## src/rtl/tl_ul_rr_arbiter.sv

```systemverilog
// Two-requester TL-UL A-channel round-robin arbiter with D-channel return routing.
// Per-requester inflight counters cap outstanding requests; a stalled grant is held until accepted.
module tl_ul_rr_arbiter #(
    parameter int unsigned MAX_INFLIGHT = 4
) (
    input  logic        clock,
    input  logic        reset,

    input  logic        a0_valid,
    output logic        a0_ready,
    input  logic [2:0]  a0_opcode,
    input  logic [2:0]  a0_param,
    input  logic [2:0]  a0_size,
    input  logic [1:0]  a0_source,
    input  logic [29:0] a0_address,
    input  logic [3:0]  a0_mask,
    input  logic [31:0] a0_data,

    input  logic        a1_valid,
    output logic        a1_ready,
    input  logic [2:0]  a1_opcode,
    input  logic [2:0]  a1_param,
    input  logic [2:0]  a1_size,
    input  logic [1:0]  a1_source,
    input  logic [29:0] a1_address,
    input  logic [3:0]  a1_mask,
    input  logic [31:0] a1_data,

    output logic        a_valid,
    input  logic        a_ready,
    output logic [2:0]  a_opcode,
    output logic [2:0]  a_param,
    output logic [2:0]  a_size,
    output logic [2:0]  a_source,
    output logic [29:0] a_address,
    output logic [3:0]  a_mask,
    output logic [31:0] a_data,

    input  logic        d_valid,
    output logic        d_ready,
    input  logic [2:0]  d_opcode,
    input  logic [1:0]  d_param,
    input  logic [2:0]  d_size,
    input  logic [2:0]  d_source,
    input  logic        d_sink,
    input  logic        d_denied,
    input  logic [31:0] d_data,
    input  logic        d_corrupt,

    output logic        d0_valid,
    input  logic        d0_ready,
    output logic [2:0]  d0_opcode,
    output logic [1:0]  d0_param,
    output logic [2:0]  d0_size,
    output logic [1:0]  d0_source,
    output logic        d0_sink,
    output logic        d0_denied,
    output logic [31:0] d0_data,
    output logic        d0_corrupt,

    output logic        d1_valid,
    input  logic        d1_ready,
    output logic [2:0]  d1_opcode,
    output logic [1:0]  d1_param,
    output logic [2:0]  d1_size,
    output logic [1:0]  d1_source,
    output logic        d1_sink,
    output logic        d1_denied,
    output logic [31:0] d1_data,
    output logic        d1_corrupt,

    output logic        err_unexpected_d
);

    localparam logic [2:0] MAX_CNT = 3'(MAX_INFLIGHT);

    typedef enum logic {IDLE = 1'b0, HOLD = 1'b1} state_t;

    state_t     state_q, state_d;
    logic       gsel_q, gsel_d;
    logic       ptr_q, ptr_d;
    logic       err_q, err_d;

    logic       grant_vld;
    logic       grant;
    logic       a_fire;
    logic       d_sel;
    logic       d_fire;
    logic [1:0] req_valid;
    logic [1:0] req_ready;
    logic [1:0] elig;
    logic [1:0] unexp;

    assign req_valid = {a1_valid, a0_valid};

    always_comb begin
        grant_vld = 1'b0;
        grant     = 1'b0;
        state_d   = state_q;
        gsel_d    = gsel_q;
        case (state_q)
            IDLE: begin
                if (elig[0] && elig[1]) begin
                    grant_vld = 1'b1;
                    grant     = ~ptr_q;
                end else if (elig[0] || elig[1]) begin
                    grant_vld = 1'b1;
                    grant     = elig[1];
                end
                if (grant_vld && !a_ready) begin
                    state_d = HOLD;
                    gsel_d  = grant;
                end
            end
            HOLD: begin
                // A stalled grant stays put even if the requester hits its inflight cap.
                grant_vld = 1'b1;
                grant     = gsel_q;
                if (a_ready) begin
                    state_d = IDLE;
                end
            end
            default: state_d = IDLE;
        endcase
    end

    assign a_valid  = grant_vld & ~reset;
    assign a_fire   = a_valid & a_ready;
    assign a0_ready = a_ready & grant_vld & ~grant & ~reset;
    assign a1_ready = a_ready & grant_vld &  grant & ~reset;
    assign req_ready = {a1_ready, a0_ready};

    assign a_opcode  = grant ? a1_opcode  : a0_opcode;
    assign a_param   = grant ? a1_param   : a0_param;
    assign a_size    = grant ? a1_size    : a0_size;
    assign a_source  = {grant, (grant ? a1_source : a0_source)};
    assign a_address = grant ? a1_address : a0_address;
    assign a_mask    = grant ? a1_mask    : a0_mask;
    assign a_data    = grant ? a1_data    : a0_data;

    assign d_sel    = d_source[2];
    assign d0_valid = d_valid & ~d_sel & ~reset;
    assign d1_valid = d_valid &  d_sel & ~reset;
    assign d_ready  = (d_sel ? d1_ready : d0_ready) & ~reset;
    assign d_fire   = d_valid & d_ready;

    assign d0_opcode  = d_opcode;
    assign d0_param   = d_param;
    assign d0_size    = d_size;
    assign d0_source  = d_source[1:0];
    assign d0_sink    = d_sink;
    assign d0_denied  = d_denied;
    assign d0_data    = d_data;
    assign d0_corrupt = d_corrupt;
    assign d1_opcode  = d_opcode;
    assign d1_param   = d_param;
    assign d1_size    = d_size;
    assign d1_source  = d_source[1:0];
    assign d1_sink    = d_sink;
    assign d1_denied  = d_denied;
    assign d1_data    = d_data;
    assign d1_corrupt = d_corrupt;

    generate
        for (genvar gi = 0; gi < 2; gi++) begin : g_req
            logic [2:0] cnt_q, cnt_d;
            logic       inc, dec;

            assign inc       = req_valid[gi] & req_ready[gi];
            assign dec       = d_fire & (d_sel == 1'(gi));
            assign elig[gi]  = req_valid[gi] & (cnt_q < MAX_CNT);
            assign unexp[gi] = dec & (cnt_q == 3'd0);

            // A response with nothing outstanding is flagged and never underflows.
            always_comb begin
                cnt_d = cnt_q;
                if (inc && !dec) begin
                    cnt_d = cnt_q + 3'd1;
                end else if (dec && !inc && cnt_q != 3'd0) begin
                    cnt_d = cnt_q - 3'd1;
                end
            end

            always_ff @(posedge clock) begin
                if (reset) begin
                    cnt_q <= 3'd0;
                end else begin
                    cnt_q <= cnt_d;
                end
            end
        end
    endgenerate

    assign ptr_d = a_fire ? grant : ptr_q;
    assign err_d = err_q | (|unexp);
    assign err_unexpected_d = err_q;

    always_ff @(posedge clock) begin
        if (reset) begin
            state_q <= IDLE;
            gsel_q  <= 1'b0;
            ptr_q   <= 1'b1;
            err_q   <= 1'b0;
        end else begin
            state_q <= state_d;
            gsel_q  <= gsel_d;
            ptr_q   <= ptr_d;
            err_q   <= err_d;
        end
    end

endmodule
```

## config.mk

```make
export PLATFORM = sky130hd
export DESIGN_NAME = tl_ul_rr_arbiter
export DESIGN_NICKNAME = d
export VERILOG_FILES = /design/src/rtl/tl_ul_rr_arbiter.sv
export SDC_FILE = /design/constraint.sdc
export NUM_CORES = 1
export LEC_CHECK = 0
export CAP_MARGIN = 5
export CORE_AREA = 5 5 144 146
export CTS_BUF_LIST = sky130_fd_sc_hd__clkbuf_8
export CTS_CLUSTER_DIAMETER = 80
export DETAILED_ROUTE_END_ITERATION = 8
export DIE_AREA = 0 0 149 151
export GPL_TIMING_DRIVEN = 0
export PLACE_DENSITY = 0.57
export SYNTH_ARGS = -nofsm -noshare
export SYNTH_HDL_FRONTEND = slang
export SYNTH_SLANG_ARGS = --single-unit
```

## constraint.sdc

```tcl
create_clock -name clock -period 5.78 [get_ports clock]
set_input_delay 1.156 -clock clock [delete_from_list [all_inputs] [get_ports clock]]
set_output_delay 1.156 -clock clock [all_outputs]
set_load 0.02 [all_outputs]
```

* Yosys cells after proc, flatten, opt, wreduce, memory -nomap -nowiden
Index checks and enable logic that the tools add are counted.
Storage, ports and cells: register bits 10, bits of input ports 208, output and inout port bits 175, logic and storage cells 83
Cells by class: add/sub/neg operators 4, order comparisons 2, mux-type cells 22, bitwise logic cells 27, reductions and logical operators 22
Operators with widths (number):
- $mux W32 | 1
- $mux W30 | 1
- $and A1 B1 Y1 | 21
- $mux W3 | 7
- $logic_and A1 B1 Y1 | 8
- $mux W1 | 8
- $add A3 B1 Y3 const B | 2
- $logic_not A3 Y1 | 2
- $lt A3 B3 Y1 const B | 2
- $pmux W1 S2 | 3
- $reduce_bool A3 Y1 | 2
- $sub A3 B1 Y3 const B | 2
- $logic_not A1 Y1 | 5
- $not A1 Y1 | 5
- $mux W4 | 1
- $reduce_bool A2 Y1 | 2
- $mux W2 | 1
- $reduce_and A2 Y1 | 1
- $reduce_or A2 Y1 | 1
- $logic_or A1 B1 Y1 | 1
- $or A1 B1 Y1 | 1

* Logic depth before layout (Yosys ltp)
Gate-level depths: netlist of the first run.
word-level depth 16, mapped depth 8, mapped depth without buffers 7

* Least setup slack after synthesis of the first run
OpenSTA, ideal clock, no wires.
kind input-to-output, start input a0_valid, end output a_data[10], arrival 2.401 ns, required time 4.624 ns, slack 2.223 ns, stages 8, path buffers 3, cells stage by stage and3b_1 o31a_1 buf_6 inv_4 buf_2 buf_2 nand2_1 nand2_1
Between the ends: longest elaborated chain between the ends 6, elaborated cells on any way between the ends 7, classes of those cells 4 x mux; 1 x bitwise; 2 x reduce/logical
Ends and longest elaborated chain:
- start, declared | line 9 | input logic a0_valid,
- $and A1 B1 Y1 (*) | line 171 | assign elig[gi] = req_valid[gi] & (cnt_q < MAX_CNT);
- $logic_or A1 B1 Y1 | line 106 | end else if (elig[0] || elig[1]) begin
- $mux W1 | line 106
- $mux W1 (*) | line 103 | if (elig[0] && elig[1]) begin
- $pmux W1 S2 (*) | line 101 | case (state_q)
- $mux W32 (*) | line 139 | assign a_data = grant ? a1_data : a0_data;
- end, declared | line 37 | output logic [31:0] a_data,
Every way passes the cells marked *; elsewhere a longest branch is shown, timed or not.

* Worst setup path in the final report of the first run
start input a0_valid, end output a_data[12]
The elaborated chain is that of the path after synthesis.

==> results of run 1 <==
-- worst reg2reg max path: cells and delay by family (launching register included) --
kind | cells | cell delay, ns
fa+ha+maj | 1 | 0.52
flops | 1 | 0.40
simple gates | 2 | 0.43
compound gates | 3 | 0.61
buf+inv | 2 | 0.30
-- per-layer routing --
layer	global-route usage	up-vias	wire length [um]
met5	0	-	13
met4	0.0160	2	102
met3	0.0428	11	1740
met2	0.214	201	7570
met1	0.101	1484	4450
li1	-	1848	-
-- worst paths after layout --
kind,to,cells after the start,startpoint
setup / recovery,a_data[12],9,a0_valid
hold / removal,gsel_q$_SDFFE_PP0P_,2,gsel_q$_SDFFE_PP0P_
setup reg to reg,g_req[1].cnt_q[1]$_SDFFE_PP0P_,8,g_req[0].cnt_q[2]$_SDFFE_PP0P_
hold reg to reg,gsel_q$_SDFFE_PP0P_,2,gsel_q$_SDFFE_PP0P_
-- final cells by class --
cell class	count	area, um^2
buffer	109	762
multi-input combinational	286	1270
tap	265	332
sequential	10	200
fill	2142	13300
inverter	2	10.0
timing repair buffer	337	3370
clock buffer	4	55.1
-- per-stage QoR --
stage          cell area [um^2]  total power, mW
2_1_floorplan              2240            0.359
3_3_place_gp               5940            0.701
3_5_place_dp               5940            0.700
4_1_cts                    6000            0.793
5_1_grt                    6000            0.831
6_report                   6000            0.780
-- cells in the final DEF, fill, tap and decap left out, types with 4 or more instances in the layout --
master           count
nor2_1               6
nand2_1            238
dfxtp_1             10
clkdlybuf4s50_1    337
mux2i_1              6
buf_4               91
clkbuf_1            14
clkbuf_8             4
nor3_1               5
-- registers in the layout, summed over array words and instances (netlist names) --
signal            count
err_unexpected_d      1
g_req.cnt_q           6
gsel_q                1
ptr_q                 1
state_q               1
-- power by group --
group / internal, mW / switching (mW)
Sequential: 0.0737 / 0.00442
Combinational: 0.333 / 0.279
Clock: 0.0600 / 0.0294
-- kinds of logic after synthesis --
kind of cell               Yosys count
AOI/OAI and AO/OA                   15
adders and majority gates            2
and+or+nand+nor                    263
muxes                                6
buffers and inverters              111
DFF                                 10
==> metrics.md, run 1 <==
| Metric | Value |
|---|---|
| Max Slew Vio Count | 0 |
| Fmax achieved | 0.192 GHz |
| Worst hold margin | 0.491 ns |
| Ports | 383 |
| Final WL | between 10000 and 15000 um |
| Syn Area/Cell | 5.50 um^2 |
| Number of global-route vias before repair | 3513 |
| Top Family by Delay on Critical Path | buffers and inverters |
| CP endpoint kind | output pin |
| Mux contribution to synthesized area | 0.0268 |
| First-pass GRT wire length | 18700 um |
| Dominant synthesized flop cell | dfxtp_1 |
| Clock skew | 0.00194 ns |
| Share of the synthesized area in the top cell type | 0.399 |
| Max stage delay on crit path | just over 0.6 ns |
| Startpoint types | input port |
| Antenna violations before repair | 1 |
| Max transition margin | 0.496 |
| Pwr/cell area | 130 nW/um^2 |
| GR Overflow Total | 0 |
| R2r setup slk | 3.45 ns |
| Post-synthesis cell area | approximately 2200 um^2 |
| LEAKAGE | around 2.7 nW |
| Setup Fix Bufs, Post-CTS | 0 |
| DR pass1 iterations | 4 |
| Core area | about 19000 um^2 |
| Crit path DAT | a little over 4 ns |
| Final hold vios | 0 |
| DIE HEIGHT | 151 um |
| Area grow syn2layout | 168% |
| Clock Tree Buf Depth | 2 |
| Syn nets | 617 |
| Die area | 22500 um^2 |
| Synth Area in Adders | 0.0179 |
| Final WS setup | approximately 0.58 ns |
| Synth Area in Compound Gates | 0.0570 |
| Yosys cell types | 31 |
| Simple-Gate Fraction of Synth Area | 0.464 |
| All-Layer GR Usage | 0.105 |
| CP Cell Sequence | clkdlybuf4s50_1 > and3b_1 > o31a_1 > buf_6 > clkbuf_1 > clkbuf_1 > nand2_1 > nand2_1 > clkdlybuf4s50_1 |
| Buffers & Inverters on Critical Path | 5 |
| CP required | 4.62 ns |
| Yosys reg bits | 10 |
| DP Cell Count | 1009 |
| Worst-path fanout max | 10 |
| CTS tree | yes |
| Top-count cell post-synth | nand2_1 |
| Wire per inst | ~14 um |
| Synth top area cells | nand2_1 40%, buf_4 31%, dfxtp_1 8.9% |
| Setup violators final | 0 |
| Final non-filler cell total | 1013 |
| CTS Root Cell | clkbuf_8 |
| Register clock-pin slew on the reported worst setup and hold paths | 0.05 ns |
| Initial core utilization | 0.116 |
| Setup total negative slack | 0 ns |
| Post-synth top area cell | nand2_1 |
| Final period utilization | 0.900 |
| CTS Hold Bufs | 0 |
| Status | finished, final reports clean |
| Syn Inst Count | 407 |
| Seq/Total Area, Yosys | 0.0894 |
| Fin crit period | 5.20 ns |
| Final nets | 959 |
| Die span in x | 149 um |
| Remaining DRCs | 0 |
| TritonCTS Sinks | 10 |
| Clk_lat worst skew | roughly 0.24 ns |
| # port buffers | 337 |
| Synth warn | 0 |
| Main combinational cell family by area after synthesis | simple AND/OR/NAND/NOR gates |
| Slowest-stage cell, CP | clkdlybuf4s50_1 |
| Maxcap violations | 0 |
| DRC violation total after the first TritonRoute iteration | 107 |
| Post-route ant nets | 0 |
| Largest net degree at the start of global routing | 11 |
| Layout cells sized above 1 | 0.138 |
| Routed vias/inst | 3.50 |
| Final Util | 0.311 |
| GPL Wtd Cong | roughly 0.73 |
| RSZ-0062 raised after global routing | no |
| Async set-or-reset flop fraction in the synthesized netlist | 0 |
| Cell Rows | 51 |
| Antenna cells | 0 |
| Worst slack at placement | 0.418 ns |
| Htree depth | 1 |
| DP Wirelength | 12400 um |
| CTS buffer count | 3 |
| EDFF count, synth | 0 |
| Critical Setup Path Class | input port to output pin |
| Min-delay worst type | register to register |
| Synth cell count leaders | 238 x nand2_1, 91 x buf_4, 14 x clkbuf_1, 10 x dfxtp_1 |
| Peak VDD IR | 57.8 uV |
| Measured slew at the worst slew-check pin | 0.757 ns |
| Xor and xnor fraction of the mapped netlist area | 0 |
| Via count | 3546 |
| Cts repair resizes | 0 |
No activity file was read; power rests on OpenSTA's default activity.
==> run 2, diff against run 1 <==
--- a/config.mk
+++ b/config.mk
@@ -13,6 +13,7 @@
 export DIE_AREA = 0 0 149 151
 export GPL_TIMING_DRIVEN = 0
 export PLACE_DENSITY = 0.57
+export SKIP_LAST_GASP = 1
 export SYNTH_ARGS = -nofsm -noshare
 export SYNTH_HDL_FRONTEND = slang
 export SYNTH_SLANG_ARGS = --single-unit
==> results of run 2 <==
Final layout, timing and power as in run 1 (identical DEF).
==> run 3, diff against run 2 <==
--- a/config.mk
+++ b/config.mk
@@ -6,13 +6,13 @@
 export NUM_CORES = 1
 export LEC_CHECK = 0
 export CAP_MARGIN = 5
-export CORE_AREA = 5 5 144 146
+export CORE_AREA = 8 8 143 145
 export CTS_BUF_LIST = sky130_fd_sc_hd__clkbuf_8
 export CTS_CLUSTER_DIAMETER = 80
 export DETAILED_ROUTE_END_ITERATION = 8
-export DIE_AREA = 0 0 149 151
+export DIE_AREA = 0 0 151 153
 export GPL_TIMING_DRIVEN = 0
-export PLACE_DENSITY = 0.57
+export PLACE_DENSITY = 0.56
 export SKIP_LAST_GASP = 1
 export SYNTH_ARGS = -nofsm -noshare
 export SYNTH_HDL_FRONTEND = slang
==> metrics.md, run 3 (synthesis gave the netlist of run 1 again) <==
| Metric | Value |
|---|---|
| Ports | 383 (unchanged) |
| Register clock-pin slew on the reported worst setup and hold paths | 0.05 ns (about the same) |
| CTS tree | yes |
| Critical Setup Path Class | input port to output pin |
| Commonest non-fill, non-tap cell in the layout | clkdlybuf4s50_1 |
| Die span in x | 151 um (+1.3%) |
| Die area | 23100 um^2 (+2.7%) |
| Status | finished, final reports clean |
| # port buffers | 337 (unchanged) |
| P_sw | 0.317 mW (+1.4%) |
| GR Overflow Total | 0 (unchanged) |
| DP Wirelength | 13200 um (+6.6%) |
| Final nets | 959 (unchanged) |
| CTS buffer count | 3 (unchanged) |
| Final period utilization | 0.896 (-0.00403) |
| Switch share | 0.405 (+0.00339) |
| CP startpoint | a0_valid |
| TritonCTS Sinks | 10 (unchanged) |
| Worst-path fanout max | 10 (unchanged) |
| Seq pwr share | 0.100 (about the same) |
| GPL Wtd Cong | 0.741 (+1.6%) |
| Internal Power | 0.466 mW (about the same) |
| Clock Tree Buf Depth | 2 (unchanged) |
| Peak VDD IR | 52.9 uV (-8.4%) |
| Max Slew Vio Count | 0 (unchanged) |
| CTS Hold Bufs | 0 (unchanged) |
| Via count | 3570 (+0.68%) |
| Area grow syn2layout | 166% |
| Final hold vios | 0 (unchanged) |
| Wire per inst | 15.3 um (+12%) |
| Routed vias/inst | 3.64 (+3.9%) |
| Initial core utilization | 0.123 (+0.00638) |
| Cts repair resizes | 0 (unchanged) |
| Largest net degree at the start of global routing | 11 (unchanged) |
| All-Layer GR Usage | 0.119 (+0.0137) |
| RSZ-0062 raised after global routing | no |
| Antenna violations before repair | 0 (-1) |
| Largest register FFs | 6 (unchanged) |
| Top reg by flops | g_req.cnt_q |
| Pwr/cell area | 131 nW/um^2 (+1.2%) |
| Core area | 18300 um^2 (-5.2%) |
| Setup total negative slack | 0 ns (unchanged) |
| CP required | 4.62 ns (about the same) |
| Clk_lat worst skew | 0.24 ns (about the same) |
| Clock skew | 0.00370 ns (+0.00176 ns) |
| Maxcap violations | 0 (unchanged) |
| FILL cells | 1971 (-8.0%) |
| Post-route ant nets | 0 (unchanged) |
| Antenna cells | 0 (unchanged) |
| Setup violators final | 0 (unchanged) |
| Measured slew at the worst slew-check pin | 0.796 ns (+0.0395 ns) |
| Startpoint types | input port |
| FF-to-FF Start | g_req[0].cnt_q[2]$_SDFFE_PP0P_ |
| Layout cells sized above 1 | 0.138 (unchanged) |
| CTS Root Cell | clkbuf_8 |
| Setup Fix Bufs, Post-CTS | 0 (unchanged) |
| Min-delay worst type | register to register |
| Combinational share of power | 0.789 (+0.004) |
| Fin area | 5960 um^2 (-0.65%) |
| Final WL | 15100 um (+8.5%) |
| DIE HEIGHT | 153 um (+1.3%) |
| Worst hold start | err_unexpected_d$_SDFF_PP0_ |
| Max transition margin | 0.469 (-0.0263) |
| Fin crit period | 5.18 ns (-0.0233 ns) |
| Number of global-route vias before repair | 3718 (+5.8%) |
| First-pass GRT wire length | 21700 um (+16%) |
| LEAKAGE | 2.71 nW (unchanged) |
| Cell Rows | 50 (-2.0%) |
| DRC violation total after the first TritonRoute iteration | 87 (-19%) |
| DP Area | 5900 um^2 (-0.65%) |
| Commonest non-fill, non-tap cells in the layout | 337 x clkdlybuf4s50_1, 238 x nand2_1, 91 x buf_4 |
| CP endpoint kind | output pin |
| Final Util | 0.326 (+0.0150) |
| Fmax achieved | 0.193 GHz (+0.45%) |
| Remaining DRCs | 0 (unchanged) |
| Clock share of power | 0.112 (-0.003) |
| Htree depth | 1 (unchanged) |
| Crit path DAT | 4.02 ns (-0.03 ns) |
| DR pass1 iterations | 4 (unchanged) |
## run 3: cell counts in the layout (fill, tap and decap cells not counted)
No cell type changed its count.
## run 3: final timing paths
check	end	slack, ns	depth (start not counted)
worst min register to register	err_unexpected_d$_SDFF_PP0_	0.48	2
worst max-delay path	a_data[17]	0.60	9
worst min-delay path	err_unexpected_d$_SDFF_PP0_	0.48	2
worst max register to register	g_req[1].cnt_q[1]$_SDFFE_PP0P_	3.40	8
## run 3: area by class of cell
type | count | area [um^2] | share of cell area
timing repair buffer | 337 | 3370 | 0.566
sequential | 10 | 200 | 0.0336
multi-input combinational | 286 | 1270 | 0.212
tap | 234 | 293 | 0.0491
inverter | 2 | 10.0 | 0.00168
clock buffer | 4 | 55.1 | 0.00924
buffer | 109 | 762 | 0.128
## run 3: critical path: stages
cell             delay, ns
clkdlybuf4s50_1       0.54
and3b_1               0.22
o31a_1                0.15
buf_6                 0.17
clkbuf_1              0.43
clkbuf_1              0.48
nand2_1               0.18
nand2_1               0.09
clkdlybuf4s50_1       0.60
## run 3: power groups by stage
stage	logic (mW)	clock network [mW]	registers (mW)
2_1_floorplan	0.280	0	0.0791
3_3_place_gp	0.627	0	0.0793
3_5_place_dp	0.626	0	0.0795
4_1_cts	0.630	0.0890	0.0781
5_1_grt	0.664	0.0946	0.0789
6_report	0.618	0.0875	0.0782
## run 3: layer usage
metal / wire length (um) / global-route usage / vias up
met5: 0 / 0 / -
met2: 7730 / 0.226 / 214
met3: 2070 / 0.0520 / 5
li1: - / - / 1845
met1: 5200 / 0.120 / 1506
met4: 53 / 0.0113 / 0
## run 3: through the flow
stage               total power [mW]  std cells  hold WS (ns)  setup WS [ns]
finish                         0.784        982         0.478          0.600
global route                   0.838        982         0.515          0.437
CTS                            0.797        982         0.481          0.470
detailed placement             0.706        978         0.469          0.471
global placement               0.706        978         0.461          0.503
floorplan                      0.359        407         0.457           2.22
